[src/rtl/coreabc_ifetch_pkg.sv]
// Shared CoreABC fetch definitions: sequencer states, prefetch buffer depth
// and the issue-throttle helper.
package coreabc_ifetch_pkg;

    localparam int unsigned FIFO_DEPTH = 2;
    localparam int unsigned CNT_W      = $clog2(FIFO_DEPTH + 1);

    typedef enum logic [0:0] {
        ST_IDLE = 1'b0,
        ST_RUN  = 1'b1
    } state_t;

    // A new read may issue only if buffered + in-flight words, less this cycle's pop, leave a slot.
    function automatic logic has_room(input logic [CNT_W-1:0] count,
                                      input logic             inflight,
                                      input logic             pop);
        logic [CNT_W:0] occ;
        occ = (CNT_W+1)'(count) + (CNT_W+1)'(inflight) - (CNT_W+1)'(pop);
        return occ < (CNT_W+1)'(FIFO_DEPTH);
    endfunction

endpackage

[src/rtl/coreabc_ifetch_fifo.sv]
// Two-entry prefetch buffer holding {pc, instruction}; head always in head_q.
module coreabc_ifetch_fifo
    import coreabc_ifetch_pkg::*;
#(
    parameter int unsigned W = 24
) (
    input  logic             RWCLK,
    input  logic             RESET,
    input  logic             push,
    input  logic             pop,
    input  logic             flush,
    input  logic [W-1:0]     wdata,
    output logic [W-1:0]     rdata,
    output logic             full,
    output logic             empty,
    output logic [CNT_W-1:0] count
);

    logic [W-1:0]     head_q;
    logic [W-1:0]     tail_q;
    logic             pop_ok;
    logic             push_ok;
    logic [CNT_W-1:0] base;

    assign empty   = (count == '0);
    assign full    = (count == CNT_W'(FIFO_DEPTH));
    assign rdata   = head_q;
    assign pop_ok  = pop && !empty;
    assign base    = count - CNT_W'(pop_ok);
    assign push_ok = push && (base < CNT_W'(FIFO_DEPTH));

    // Pop shifts tail into head; push writes the first slot free after the pop.
    always_ff @(posedge RWCLK) begin
        if (!RESET) begin
            count  <= '0;
            head_q <= '0;
            tail_q <= '0;
        end else if (flush) begin
            count <= '0;
        end else begin
            if (pop_ok && full) begin
                head_q <= tail_q;
            end
            if (push_ok) begin
                if (base == '0) begin
                    head_q <= wdata;
                end else begin
                    tail_q <= wdata;
                end
            end
            count <= base + CNT_W'(push_ok);
        end
    end

endmodule

[src/rtl/coreabc_ifetch.sv]
// CoreABC instruction fetch: issues RAM reads, buffers returns in a 2-entry
// FIFO and hands instructions to the decoder with valid/ready.
module coreabc_ifetch
    import coreabc_ifetch_pkg::*;
#(
    parameter int unsigned ADDR_W     = 8,
    parameter int unsigned DATA_W     = 16,
    parameter int unsigned START_ADDR = 0
) (
    input  logic              RWCLK,
    input  logic              RESET,
    input  logic              ENABLE,
    input  logic              JUMP,
    input  logic [ADDR_W-1:0] JUMP_ADDR,
    output logic              REN,
    output logic [ADDR_W-1:0] RADDR,
    input  logic [DATA_W-1:0] RD,
    output logic [DATA_W-1:0] INSTR,
    output logic [ADDR_W-1:0] INSTR_PC,
    output logic              INSTR_VALID,
    input  logic              INSTR_READY
);

    localparam int unsigned ENT_W = ADDR_W + DATA_W;

    state_t            state;
    state_t            state_nxt;
    logic [ADDR_W-1:0] pc;
    logic [ADDR_W-1:0] pc_nxt;
    logic [ADDR_W-1:0] inflight_pc;
    logic              inflight;
    logic              push;
    logic              pop;
    logic              fifo_full;
    logic              fifo_empty;
    logic [CNT_W-1:0]  fifo_count;
    logic [ENT_W-1:0]  head;

    // A JUMP kills the word landing this cycle and hides the head from the decoder.
    assign INSTR_VALID = !fifo_empty && !JUMP;
    assign pop         = INSTR_VALID && INSTR_READY;
    assign push        = inflight && !JUMP && (!fifo_full || pop);
    assign INSTR       = fifo_empty ? '0 : head[DATA_W-1:0];
    assign INSTR_PC    = fifo_empty ? '0 : head[ENT_W-1:DATA_W];

    coreabc_ifetch_fifo #(
        .W (ENT_W)
    ) u_fifo (
        .RWCLK (RWCLK),
        .RESET (RESET),
        .push  (push),
        .pop   (pop),
        .flush (JUMP),
        .wdata ({inflight_pc, RD}),
        .rdata (head),
        .full  (fifo_full),
        .empty (fifo_empty),
        .count (fifo_count)
    );

    // Sequencer and read issue; a jump in RUN issues its target even as ENABLE drops.
    always_comb begin
        state_nxt = state;
        pc_nxt    = pc;
        REN       = 1'b0;
        RADDR     = '0;
        case (state)
            ST_IDLE: begin
                if (ENABLE) begin
                    state_nxt = ST_RUN;
                end
                if (JUMP) begin
                    pc_nxt = JUMP_ADDR;
                end
            end
            ST_RUN: begin
                if (!ENABLE) begin
                    state_nxt = ST_IDLE;
                end
                if (JUMP) begin
                    REN    = 1'b1;
                    RADDR  = JUMP_ADDR;
                    pc_nxt = JUMP_ADDR + ADDR_W'(1);
                end else if (ENABLE && has_room(fifo_count, inflight, pop)) begin
                    REN    = 1'b1;
                    RADDR  = pc;
                    pc_nxt = pc + ADDR_W'(1);
                end
            end
            default: state_nxt = ST_IDLE;
        endcase
    end

    always_ff @(posedge RWCLK) begin
        if (!RESET) begin
            state       <= ST_IDLE;
            pc          <= ADDR_W'(START_ADDR);
            inflight    <= 1'b0;
            inflight_pc <= '0;
        end else begin
            state    <= state_nxt;
            pc       <= pc_nxt;
            inflight <= REN;
            if (REN) begin
                inflight_pc <= RADDR;
            end
        end
    end

endmodule

[config.mk]
export PLATFORM = sky130hd
export DESIGN_NAME = coreabc_ifetch
export DESIGN_NICKNAME = d
export VERILOG_FILES = /design/src/rtl/coreabc_ifetch_pkg.sv /design/src/rtl/coreabc_ifetch_fifo.sv /design/src/rtl/coreabc_ifetch.sv
export SDC_FILE = /design/constraint.sdc
export NUM_CORES = 1
export LEC_CHECK = 0
export ABC_AREA = 1
export CORE_MARGIN = 8
export CORE_UTILIZATION = 45
export CTS_BUF_LIST = sky130_fd_sc_hd__clkbuf_2 sky130_fd_sc_hd__clkbuf_4 sky130_fd_sc_hd__clkbuf_8
export DETAILED_ROUTE_END_ITERATION = 8
export PLACE_DENSITY = 0.7
export SYNTH_ARGS = -nofsm -noshare
export SYNTH_HDL_FRONTEND = slang
export SYNTH_SLANG_ARGS = --single-unit
[constraint.sdc]
create_clock -name RWCLK -period 5.76 [get_ports RWCLK]
set_clock_uncertainty 0.1 [all_clocks]
set_input_delay 1.152 -clock RWCLK [delete_from_list [all_inputs] [get_ports RWCLK]]
set_output_delay 1.152 -clock RWCLK [all_outputs]
set_load 0.01 [all_outputs]
* Word-level counts from Yosys, hierarchy flattened
Index checks and enable logic that the tools add are counted.
** Word-level totals
- Bits in registers :: 68
- Bits in latches :: 0
- RAM bits :: 0
- Memory bits (read-only) :: 0
- Output and inout bits :: 34
- Word-level logic and storage cells :: 55
- Memories :: 0
** Cells by class
- $add $sub $neg :: 6
- Multipliers :: 0
- Divide/modulo/power cells :: 0
- Magnitude comparators :: 2
- Equal/unequal tests :: 3
- Shift-type cells :: 0
- Multiplexer cells :: 16
- Bitwise operators :: 4
- Reductions and logical operators :: 17
** Operators by type and width (count)
- 2-to-1 mux 24 bit :: 3
- 2-to-1 mux 8 bit :: 7
- adder 8 x 1 -> 8 bit (second input constant) :: 2
- 2-to-1 mux 16 bit :: 1
- one-hot mux 8 bit (2 select lines) :: 1
- logical AND 1 bit :: 8
- zero test 2 bit :: 2
- 2-to-1 mux 1 bit :: 4
- NOT 1 bit :: 4
- adder 2 x 1 -> 3 bit :: 1
- zero test 1 bit :: 3
- < comparator 3 x 2 -> 1 bit (second input constant) :: 1
- inequality test 3 x 2 -> 1 bit (second input constant) :: 1
- AND reduction 3 bit :: 1
- subtractor 3 x 1 -> 3 bit :: 1
- adder 2 x 1 -> 2 bit :: 1
- equality test 2 bit (second input constant) :: 1
- < comparator 2 bit (second input constant) :: 1
- inequality test 2 bit (second input constant) :: 1
- AND reduction 2 bit :: 1
- OR reduction 2 bit :: 1
- subtractor 2 x 1 -> 2 bit :: 1
- logical OR 1 bit :: 1

* Depth between registers and ports, before layout
Gate-level depths: netlist of run 1.
- Depth after elaboration :: 10
- Depth in mapped cells :: 16

* Cells and area by module
A second synthesis of run 1 with hierarchy kept.
** Unflattened totals
- Cell total of the unflattened synthesis :: 648
- Area, all modules :: 4219.0 sq um
** By module, submodules not included
- coreabc_ifetch_fifo :: times used 1, cells an instance 420, area each 2780.2 sq um
- coreabc_ifetch :: times used 1, cells an instance 228, area each 1438.9 sq um

* Worst setup path after synthesis of run 1
OpenSTA, ideal clock, no wires.
- Kind :: input to output
- From :: input port JUMP
- To :: output port RADDR[0]
- Arrival :: 3006 ps
- Data required time :: 4508 ps
- Slack :: 1502 ps
- Stages :: 13
- Path buffers :: 2
- Path through :: buf_2 -> nor3_1 -> ha_1 -> inv_1 -> nand2_1 -> fa_1 -> nand2_1 -> inv_1 -> nand3_1 -> nand2_1 -> nand2_1 -> buf_2 -> nor2_2
** Between the ends
- Longest elaborated chain between the ends :: 9
** RTL lines
- start: declaration :: RTL line coreabc_ifetch.sv:13 : input logic JUMP,
- zero test 1 bit :: RTL line coreabc_ifetch.sv:40 : assign INSTR_VALID = !fifo_empty && !JUMP;
- logical AND 1 bit :: RTL line coreabc_ifetch.sv:40
- logical AND 1 bit :: RTL line coreabc_ifetch.sv:41 : assign pop = INSTR_VALID && INSTR_READY;
- subtractor 3 x 1 -> 3 bit :: RTL line coreabc_ifetch_pkg.sv:18 : occ = (CNT_W+1)'(count) + (CNT_W+1)'(inflight) - (CNT_W+1)'(pop);
- < comparator 3 x 2 -> 1 bit :: RTL line coreabc_ifetch_pkg.sv:19 : return occ < (CNT_W+1)'(FIFO_DEPTH);
- logical AND 1 bit :: RTL line coreabc_ifetch.sv:84 : end else if (ENABLE && has_room(fifo_count, inflight, pop)) begin
- 2-to-1 mux 8 bit :: RTL line coreabc_ifetch.sv:84
- 2-to-1 mux 8 bit * :: RTL line coreabc_ifetch.sv:80 : if (JUMP) begin
- 2-to-1 mux 8 bit * :: RTL line coreabc_ifetch.sv:67 : case (state)
- end: declaration :: RTL line coreabc_ifetch.sv:16 : output logic [ADDR_W-1:0] RADDR,
Every way passes the cells marked *; elsewhere a longest branch is shown, timed or not.

* Worst setup path in the final report of run 1
- From :: input port INSTR_READY
- To :: output port RADDR[1]
** Between the ends
- Longest elaborated chain between the ends :: 7
** RTL lines
- start: declaration :: RTL line coreabc_ifetch.sv:21 : input logic INSTR_READY
- logical AND 1 bit :: RTL line coreabc_ifetch.sv:41
- subtractor 3 x 1 -> 3 bit :: RTL line coreabc_ifetch_pkg.sv:18
- < comparator 3 x 2 -> 1 bit :: RTL line coreabc_ifetch_pkg.sv:19
- logical AND 1 bit :: RTL line coreabc_ifetch.sv:84
- 2-to-1 mux 8 bit :: RTL line coreabc_ifetch.sv:84
- 2-to-1 mux 8 bit :: RTL line coreabc_ifetch.sv:80
- 2-to-1 mux 8 bit :: RTL line coreabc_ifetch.sv:67
Every way passes these cells.

==> results of run 1 <==
critical path, stage by stage:
cell	delay [ps]
clkdlybuf4s50_1	490
inv_1	100
nor3_1	210
ha_1	260
inv_1	50
nand2_1	60
fa_1	480
nand2_1	50
inv_1	60
nand3_1	210
o21ai_0	220
inv_1	80
nor2_1	110
clkdlybuf4s50_1	560
how the worst max path moves through the flow:
| stage | from | to |
|---|---|---|
| after floorplan | JUMP | RADDR[0] |
| after global placement | INSTR_READY | RADDR[0] |
| after detailed placement | INSTR_READY | RADDR[6] |
| after CTS | INSTR_READY | RADDR[0] |
| after global routing | INSTR_READY | RADDR[1] |
| final | INSTR_READY | RADDR[1] |
cells in the mapped netlist, drive strengths merged:
cell type    n
clkinv       2
o21ai       89
or2          1
nand2      102
mux2i        2
nand4        2
inv         52
nand3       15
and3         1
nor3         2
ha           4
xor2         1
xnor2        2
a211oi       1
fa           1
clkbuf      12
nor2       118
dfxtp       68
a21oi       19
buf         15
area by class of cell:
cell class | instances | area, sq um
inverters | 54 | 202.7
well taps | 99 | 123.9
clock inverters | 6 | 112.6
flip-flops and latches | 68 | 1361
fillers | 737 | 3019
clock buffers | 10 | 131.4
repair buffers | 67 | 658.1
multi-input cells | 360 | 1644
state kept, by name (all words and copies together), names as in the netlist:
register / flops
u_fifo.rdata: 24
u_fifo.tail_q: 24
inflight_pc: 8
pc: 8
u_fifo.count: 2
inflight: 1
state: 1
cells by family after synthesis:
group / share of synthesized area
simple gates: 0.2853
buf+inv: 0.1077
mux: 0.005944
flops: 0.4042
compound gates: 0.1660
fa+ha+maj: 0.02080
xor+xnor: 0.01003
stage by stage:
step | cell area (sq um) | cells | worst slack (ps) | utilization | power, uW
detailed placement | 3990 | 648 | 402.4 | 0.5501 | 613.5
global placement | 3990 | 648 | 456.3 | 0.5501 | 612.9
finish | 4234 | 664 | 419.7 | 0.5838 | 1084
global route | 4234 | 664 | 137.5 | 0.5838 | 1126
CTS | 4234 | 664 | 396.0 | 0.5838 | 1089
floorplan | 3368 | 509 | 1502 | - | 568.2
power breakdown:
part           internal, uW  switching (uW)  leakage, uW
Sequential              484            7.99     0.000552
Combinational          47.6            63.7      0.00122
Clock                   293             187     0.000124
per-layer routing:
metal | vias up | routed length (microns) | global-route usage
li1 | 1701 | - | -
met1 | 1460 | 4008 | 0.2199
met2 | 87 | 3927 | 0.2847
met3 | 10 | 635 | 0.03646
met4 | 0 | 111 | 0.06772
met5 | - | 0 | 0
==> key figures, run 1 <==
Layout
  – Ant diodes: 0
  – Area Growth Syn to Fin: 25.71%
  – Commonest non-fill, non-tap cells in the layout: nor2_1, nand2_1, dfxtp_1, clkdlybuf4s50_1, o21ai_0
  – Leading cell type in the layout, fill and taps excluded: nor2_1
  – Final net count: 594
  – Layout cells sized above 1: 0.06195

Clock network
  – CTS Buf Count: 9
  – CTS Buffer Depth: 2
  – CTS tree: yes
  – Total clock sinks: 68
  – Skew-Pair Late Insertion Delay: 340 ps
  – Root buffer cell: clkbuf_8
  – PostCTS Resize Cnt: 0
  – Worst-path clk slew: 80 ps
  – # H-tree levels: 3
  – Post-CTS Hold Fix Bufs: 0
  – Setup bufs post-CTS: 0

Worst setup path
  – Reg2reg start: u_fifo.count[1]$_SDFF_PP0_
  – Terminus of the critical flop-to-flop path: inflight_pc[2]$_SDFFE_PN0P_
  – Critical Path End Type: output port
  – Crit path DAT: 4090 ps
  – CP Class: input port to output port
  – Worst reg-to-reg path cell count: 15
  – CP required: 4510 ps
  – Worst-path maximum fanout: 7
  – Critical Path Start Type: input port
  – R2r setup slk: 2860 ps

Worst hold path
  – Hold depth: 2
  – Hold Path End: u_fifo.tail_q[8]$_SDFFE_PN0P_
  – HP Start: u_fifo.tail_q[8]$_SDFFE_PN0P_
  – Worst hold-check path type: flop to flop

STA
  – Final hold slack: 381.2 ps
  – Setup TNS: 0 ps
  – Worst slew pin tran: 1089 ps
  – Final Hold Violating Endpoints: 0
  – RSZ-0062 raised after global routing: false
  – Slew margin rel.: 0.2693
  – Maximum clock rate: roughly 190 MHz
  – Max-slew violations: 0
  – # setup viols final: 0
  – Period Utilization, post-route: 0.9271
  – Final min period: 5340 ps

Pwr
  – Pleak: about 0.0019 uW
  – VDD IR-drop max: 0.1185 mV
  – Power Density: approximately 260 mW/mm^2

GRT
  – Largest net degree at the start of global routing: slightly below 50
  – Gr ovfl total: 0
  – Vias in the first global route: 3107
  – Initial antenna violation count: 0
  – Total GRT Usage: 0.1745
  – Global-route wire length before repair: 14.61 mm

Synthesis
  – Register bit total from synthesis: 68
  – Syn Std Cell Area: approximately 0.0034 sq mm
  – Syn Nets: 543
  – Synth area leaders: dfxtp_1, nor2_1, nand2_1, o21ai_0, inv_1
  – Register area share after synthesis: 0.4042
  – Yosys top cell area share: 0.4042
  – Synth cell types: 30
  – Cells after Synth: 509
  – Synth Area per Inst: 6.617 sq um
  – Yosys top cell by area: dfxtp_1
  – Synthesis Warnings: 0

Place
  – Gp weighted congestion: 0.8457
  – Dpl hpwl: 5.836 mm
  – # port buffers: 62

Run status
  – Status: finished, final reports clean

Floorplanning
  – Die area: around 0.011 sq mm
  – Horiz. Die Dim: 102.5 microns
  – Chip height: 102.5 microns
  – Boundary Pins: 63
  – Core area: 0.007253 sq mm
  – Site Rows: 31
  – Initial Util: 0.4644

Drt
  – First drt pass iteration count: 4
  – Final WL: 8.682 mm
  – Detailed-route wire length per cell: 13.08 microns
  – Vias per cell: 4.907
  – Initial drt markers: 170
  – Detailed-route via count: 3258
  – Drt drc: 0
  – Antenna Violating Nets Remaining: 0

Run
  – Max-cap viol count: 0
Power figures use the tool's default switching activity.
==> run 2, diff against run 1 <==
CORE_UTILIZATION = 57   (was 45)
PLACE_DENSITY = 0.86   (was 0.7)
SKIP_LAST_GASP = 1   (was default)
clock period = 6.25 ns   (was 5.76 ns; I/O delays follow)
==> run 2 against run 1 <==
Final area is 1.5% lower. Wire length is 1.6% higher. Critical endpoint is now REN. Highest routed layer unchanged. Power is 13% lower. Critical path depth stayed put.
==> key figures, run 2 (synthesized netlist as in run 1, its figures left out) <==
STA
  – Worst slew pin tran: 853.4 ps (-236.0 ps)
  – Final min period: 5689 ps
  – Final Hold Violating Endpoints: 0 (unchanged)
  – Slew margin rel.: 0.4291 (+0.1598)
  – Setup TNS: 0 ps (unchanged)
  – RSZ-0062 raised after global routing: false
  – Max-slew violations: 0 (unchanged)
  – Period Utilization, post-route: 0.9102
  – # setup viols final: 0 (unchanged)
  – Maximum clock rate: 175.8 MHz

GRT
  – Largest net degree at the start of global routing: 49 (unchanged)
  – Gr ovfl total: 0 (unchanged)
  – Global-route wire length before repair: 14.97 mm (+2.5%)
  – Total GRT Usage: 0.2145 (+0.03993)
  – Initial antenna violation count: 0 (unchanged)
  – Vias in the first global route: 3225 (+3.8%)

Clock network
  – CTS Buffer Depth: 2 (unchanged)
  – Post-CTS Hold Fix Bufs: 0 (unchanged)
  – Worst-path clk slew: 80 ps (about the same)
  – # H-tree levels: 3 (unchanged)
  – Setup bufs post-CTS: 0 (unchanged)
  – Skew-Pair Late Insertion Delay: 350 ps (about the same)
  – PostCTS Resize Cnt: 0 (unchanged)
  – CTS tree: yes
  – CTS Buf Count: 9 (unchanged)
  – Total clock sinks: 68 (unchanged)
  – Root buffer cell: clkbuf_8

Place
  – Dpl hpwl: 5.934 mm (+1.7%)
  – # port buffers: 62 (unchanged)
  – Gp weighted congestion: 0.9232 (+9.2%)
  – Post-DP Area: 0.003960 sq mm (-0.75%)

Worst setup path
  – Critical Path End Type: output port
  – CP cell instances: clkdlybuf4s50_1 -> inv_1 -> nor3_1 -> ha_1 -> inv_1 -> nand2_1 -> fa_1 -> nand2_1 -> inv_1 -> nand3_1 -> nand2_1 -> nand2_1 -> inv_1 -> clkdlybuf4s50_1
  – Worst-path maximum fanout: 12 (+5)
  – CP max stage delay: 610 ps (+50 ps)
  – Critical Path Start Type: input port
  – CP Class: input port to output port
  – Crit path DAT: 4340 ps (+250 ps)
  – Worst setup startpoint: INSTR_READY
  – CP required: 4900 ps (+390 ps)
  – Critical Path Slowest Stage Cell: clkdlybuf4s50_1
  – Reg2reg start: u_fifo.count[1]$_SDFF_PP0_

Run
  – Max-cap viol count: 0 (unchanged)

Drt
  – Detailed-route wire length per cell: 13.78 microns (+5.4%)
  – Initial drt markers: 214 (+26%)
  – Vias per cell: 5.277 (+7.5%)
  – Drt drc: 0 (unchanged)
  – Detailed-route via count: 3377 (+3.7%)
  – Antenna Violating Nets Remaining: 0 (unchanged)
  – First drt pass iteration count: 5 (+1)
  – Final WL: 8.818 mm (+1.6%)

Floorplanning
  – Site Rows: 28 (-9.7%)
  – Boundary Pins: 63 (unchanged)
  – Horiz. Die Dim: 92.87 microns (-9.4%)
  – Core area: 0.005816 sq mm (-20%)
  – Initial Util: 0.5792 (+0.1148)
  – Chip height: 92.87 microns (-9.4%)
  – Die area: 0.008625 sq mm (-18%)

Layout
  – Final net count: 594 (unchanged)
  – Ant diodes: 0 (unchanged)
  – Area Growth Syn to Fin: 23.81%
  – Leading cell type in the layout, fill and taps excluded: nor2_1
  – Layout cells sized above 1: 0.06195 (unchanged)
  – Commonest non-fill, non-tap cells in the layout: nor2_1, nand2_1, dfxtp_1, clkdlybuf4s50_1, o21ai_0
  – Design area: 0.004170 sq mm (-1.5%)

Worst hold path
  – Worst hold-check path type: flop to flop
  – HP Start: u_fifo.tail_q[8]$_SDFFE_PN0P_

Pwr
  – Pleak: 0.001877 uW (-1.2%)
  – Power Density: 225.1 mW/mm^2 (-12%)
  – VDD IR-drop max: 0.1094 mV (-7.7%)

Run status
  – Status: finished, final reports clean
[run 2: changes by cell type in the layout (fill, tap and decap cells not counted)]
cell | previous run | this run
inv_6 | 0 | 1
clkbuf_8 | 9 | 11
clkinvlp_4 | 0 | 2
bufinv_16 | 3 | 1
clkbuf_4 | 1 | 0
clkinv_4 | 2 | 0
[run 2: final cells by class]
class	count	area, sq um
timing repair buffer	67	658.1
tap	75	93.84
inverter	54	202.7
fill	522	1645
sequential	68	1361
clock buffer	11	151.4
multi-input combinational	360	1644
clock inverter	5	58.81
[run 2: path summary, 6_finish.rpt]
check | end | slack, ps | depth (start not counted)
setup / recovery | REN | 560 | 14
hold / removal | u_fifo.tail_q[8]$_SDFFE_PN0P_ | 380 | 2
setup reg to reg | inflight_pc[6]$_SDFFE_PN0P_ | 3210 | 15
hold reg to reg | u_fifo.tail_q[8]$_SDFFE_PN0P_ | 380 | 2
[run 2: report_power, final]
group	internal, uW	switching [uW]	total, uW
Sequential	446	7.90	454
Combinational	43.8	59.7	104
Clock	207	175	381
Total	697	242	939
[run 2: metal layers]
metal,vias to the layer above,track usage,wire [microns]
li1,1701,-,-
met1,1525,0.2597,3891
met2,138,0.3556,4178
met3,13,0.05583,602
met4,0,0.08054,145
met5,-,0,0
[run 2: critical path: cells and delay by family]
family / cells / cell delay, ps
buffers and inverters: 6 / 1610
AND/OR/NAND/NOR: 6 / 720
adder cells (fa/ha/maj): 2 / 740
[run 2: metrics by stage]
stage | worst slack (ps) | hold slack (ps) | instances | util | power [uW]
2_1_floorplan | 1796 | 349.5 | 509 | - | 523.6
3_3_place_gp | 657.9 | 358.4 | 624 | 0.6809 | 563.8
3_5_place_dp | 580.6 | 368.6 | 624 | 0.6809 | 565.4
4_1_cts | 584.1 | 386.9 | 640 | 0.7171 | 941.1
5_1_grt | 284.4 | 408.9 | 640 | 0.7171 | 976.7
6_report | 561.2 | 384.4 | 640 | 0.7171 | 938.7
==> edit (flow settings as in run 2) <==
The parameter `DATA_W` goes from 16 to 20.
--- a/src/rtl/coreabc_ifetch.sv
+++ b/src/rtl/coreabc_ifetch.sv
@@ -4,7 +4,7 @@
     import coreabc_ifetch_pkg::*;
 #(
     parameter int unsigned ADDR_W     = 8,
-    parameter int unsigned DATA_W     = 16,
+    parameter int unsigned DATA_W     = 20,
     parameter int unsigned START_ADDR = 0
 ) (
     input  logic              RWCLK,
Ports: changed (resized INSTR and RD); port bits go from 63 to 71. No check against the original RTL was run, so the function may have changed too.
==> edit against run 2 <==
  * Design area increased by 16%
  * Highest routed layer unchanged
  * Area after synthesis increased by 16%
  * Worst setup slack got worse by 88 ps
  * Die area increased by 13%
  * Largest power group unchanged
  * Critical path depth decreased by 1
  * Register-to-register slack got worse by 200 ps
  * Routed wire length increased by 7.2%
  * Sequential cell count increased by 8
  * Power increased by 18%
  * Core utilization increased by 0.21 points
==> edit: results (changes against run 2) <==
Detailed routing
  – Routed WL per cell: 13.53 µm (-1.8%)
  – M1 wire length: 4.152 mm (+6.7%)
  – Iter 0 DRT Violations: 204 (-4.7%)
  – Vias after detailed routing: 3660 (+8.4%)
  – Vias per cell: 5.236 (-0.77%)
  – Wire length on met3: 543 µm (-9.8%)

Min path
  – Hold Startpoint: u_fifo.tail_q[18]
  – Hold EP: u_fifo.tail_q[18]

Power and ir drop
  – Maximum vdd drop: 123.3 µV (+13%)
  – LEAKAGE: 2.049 nW (+9.1%)

Finish
  – Share of cells above drive strength 1: 15.19% (+9.0 points)
  – Nets@finish: 652 (+9.8%)

Placed design
  – I/O Buffers: 70 (+13%)
  – DP Area: 4586 µm² (+16%)
  – DPL Wire Length: 6.343 mm (+6.9%)
  – Setup WS pre-CTS: 504.8 ps (-75.79 ps)
  – Placed cell count: 683 (+9.5%)
  – Routability cong.: 0.8656 (-6.2%)

STA
  – Worst hold slack: 345.3 ps (-39.11 ps)

Worst setup path
  – CP max stage delay: 540 ps (-70 ps)
  – Reg2reg setup slack: 3010 ps (-200 ps)
  – Worst R2R End: pc[4]

Yosys
  – Mapped Nets: 595 (+9.6%)
  – Top cells by instance count after synthesis: nand2_1, inv_1, dfxtp_1
  – Seq/Total Area, Yosys: 39.04% (-1.4 points)
  – Largest cells by area after synthesis: dfxtp_1, o21ai_0, nand2_1

Status
  – Status: completed

Global route
  – GR Util met2: 34.96% (-0.61 points)
  – Largest net degree at the start of global routing: 57 (+16%)
  – All-Layer GR Usage: 20.03% (-1.4 points)
  – Number of global-route vias before repair: 3593 (+11%)
  – GR Util met3: 4.299% (-1.3 points)
  – First-pass GRT wire length: 16.42 mm (+9.7%)
[edit: logic make-up after synthesis]
logic type	synth area share [%]
AND/OR/NAND/NOR	24.40
AO/OA/AOI/OAI	21.00
flip-flops	39.04
adder cells (fa/ha/maj)	1.798
buffers and inverters	12.68
XOR/XNOR	1.092
[edit: power by group through the flow]
stage | sequential (mW) | combinational [mW] | clock (mW)
after CTS | 0.511 | 0.135 | 0.463
after global routing | 0.513 | 0.153 | 0.486
final | 0.511 | 0.135 | 0.461
after floorplan | 0.518 | 0.0880 | 0
after detailed placement | 0.522 | 0.132 | 0
after global placement | 0.522 | 0.129 | 0
[edit: critical path: cells and delay by family]
kind / cells / cell delay (ps)
buf+inv: 5 / 1340
fa+ha+maj: 2 / 750
simple gates: 6 / 1090
[edit: area by class of cell]
cell class,count,area [µm²]
fill,537,1887
multi-input combinational,365,1884
sequential,76,1521
timing repair buffer,79,768.2
inverter,83,311.5
clock buffer,9,123.9
clock inverter,7,122.6
tap,80,100.1
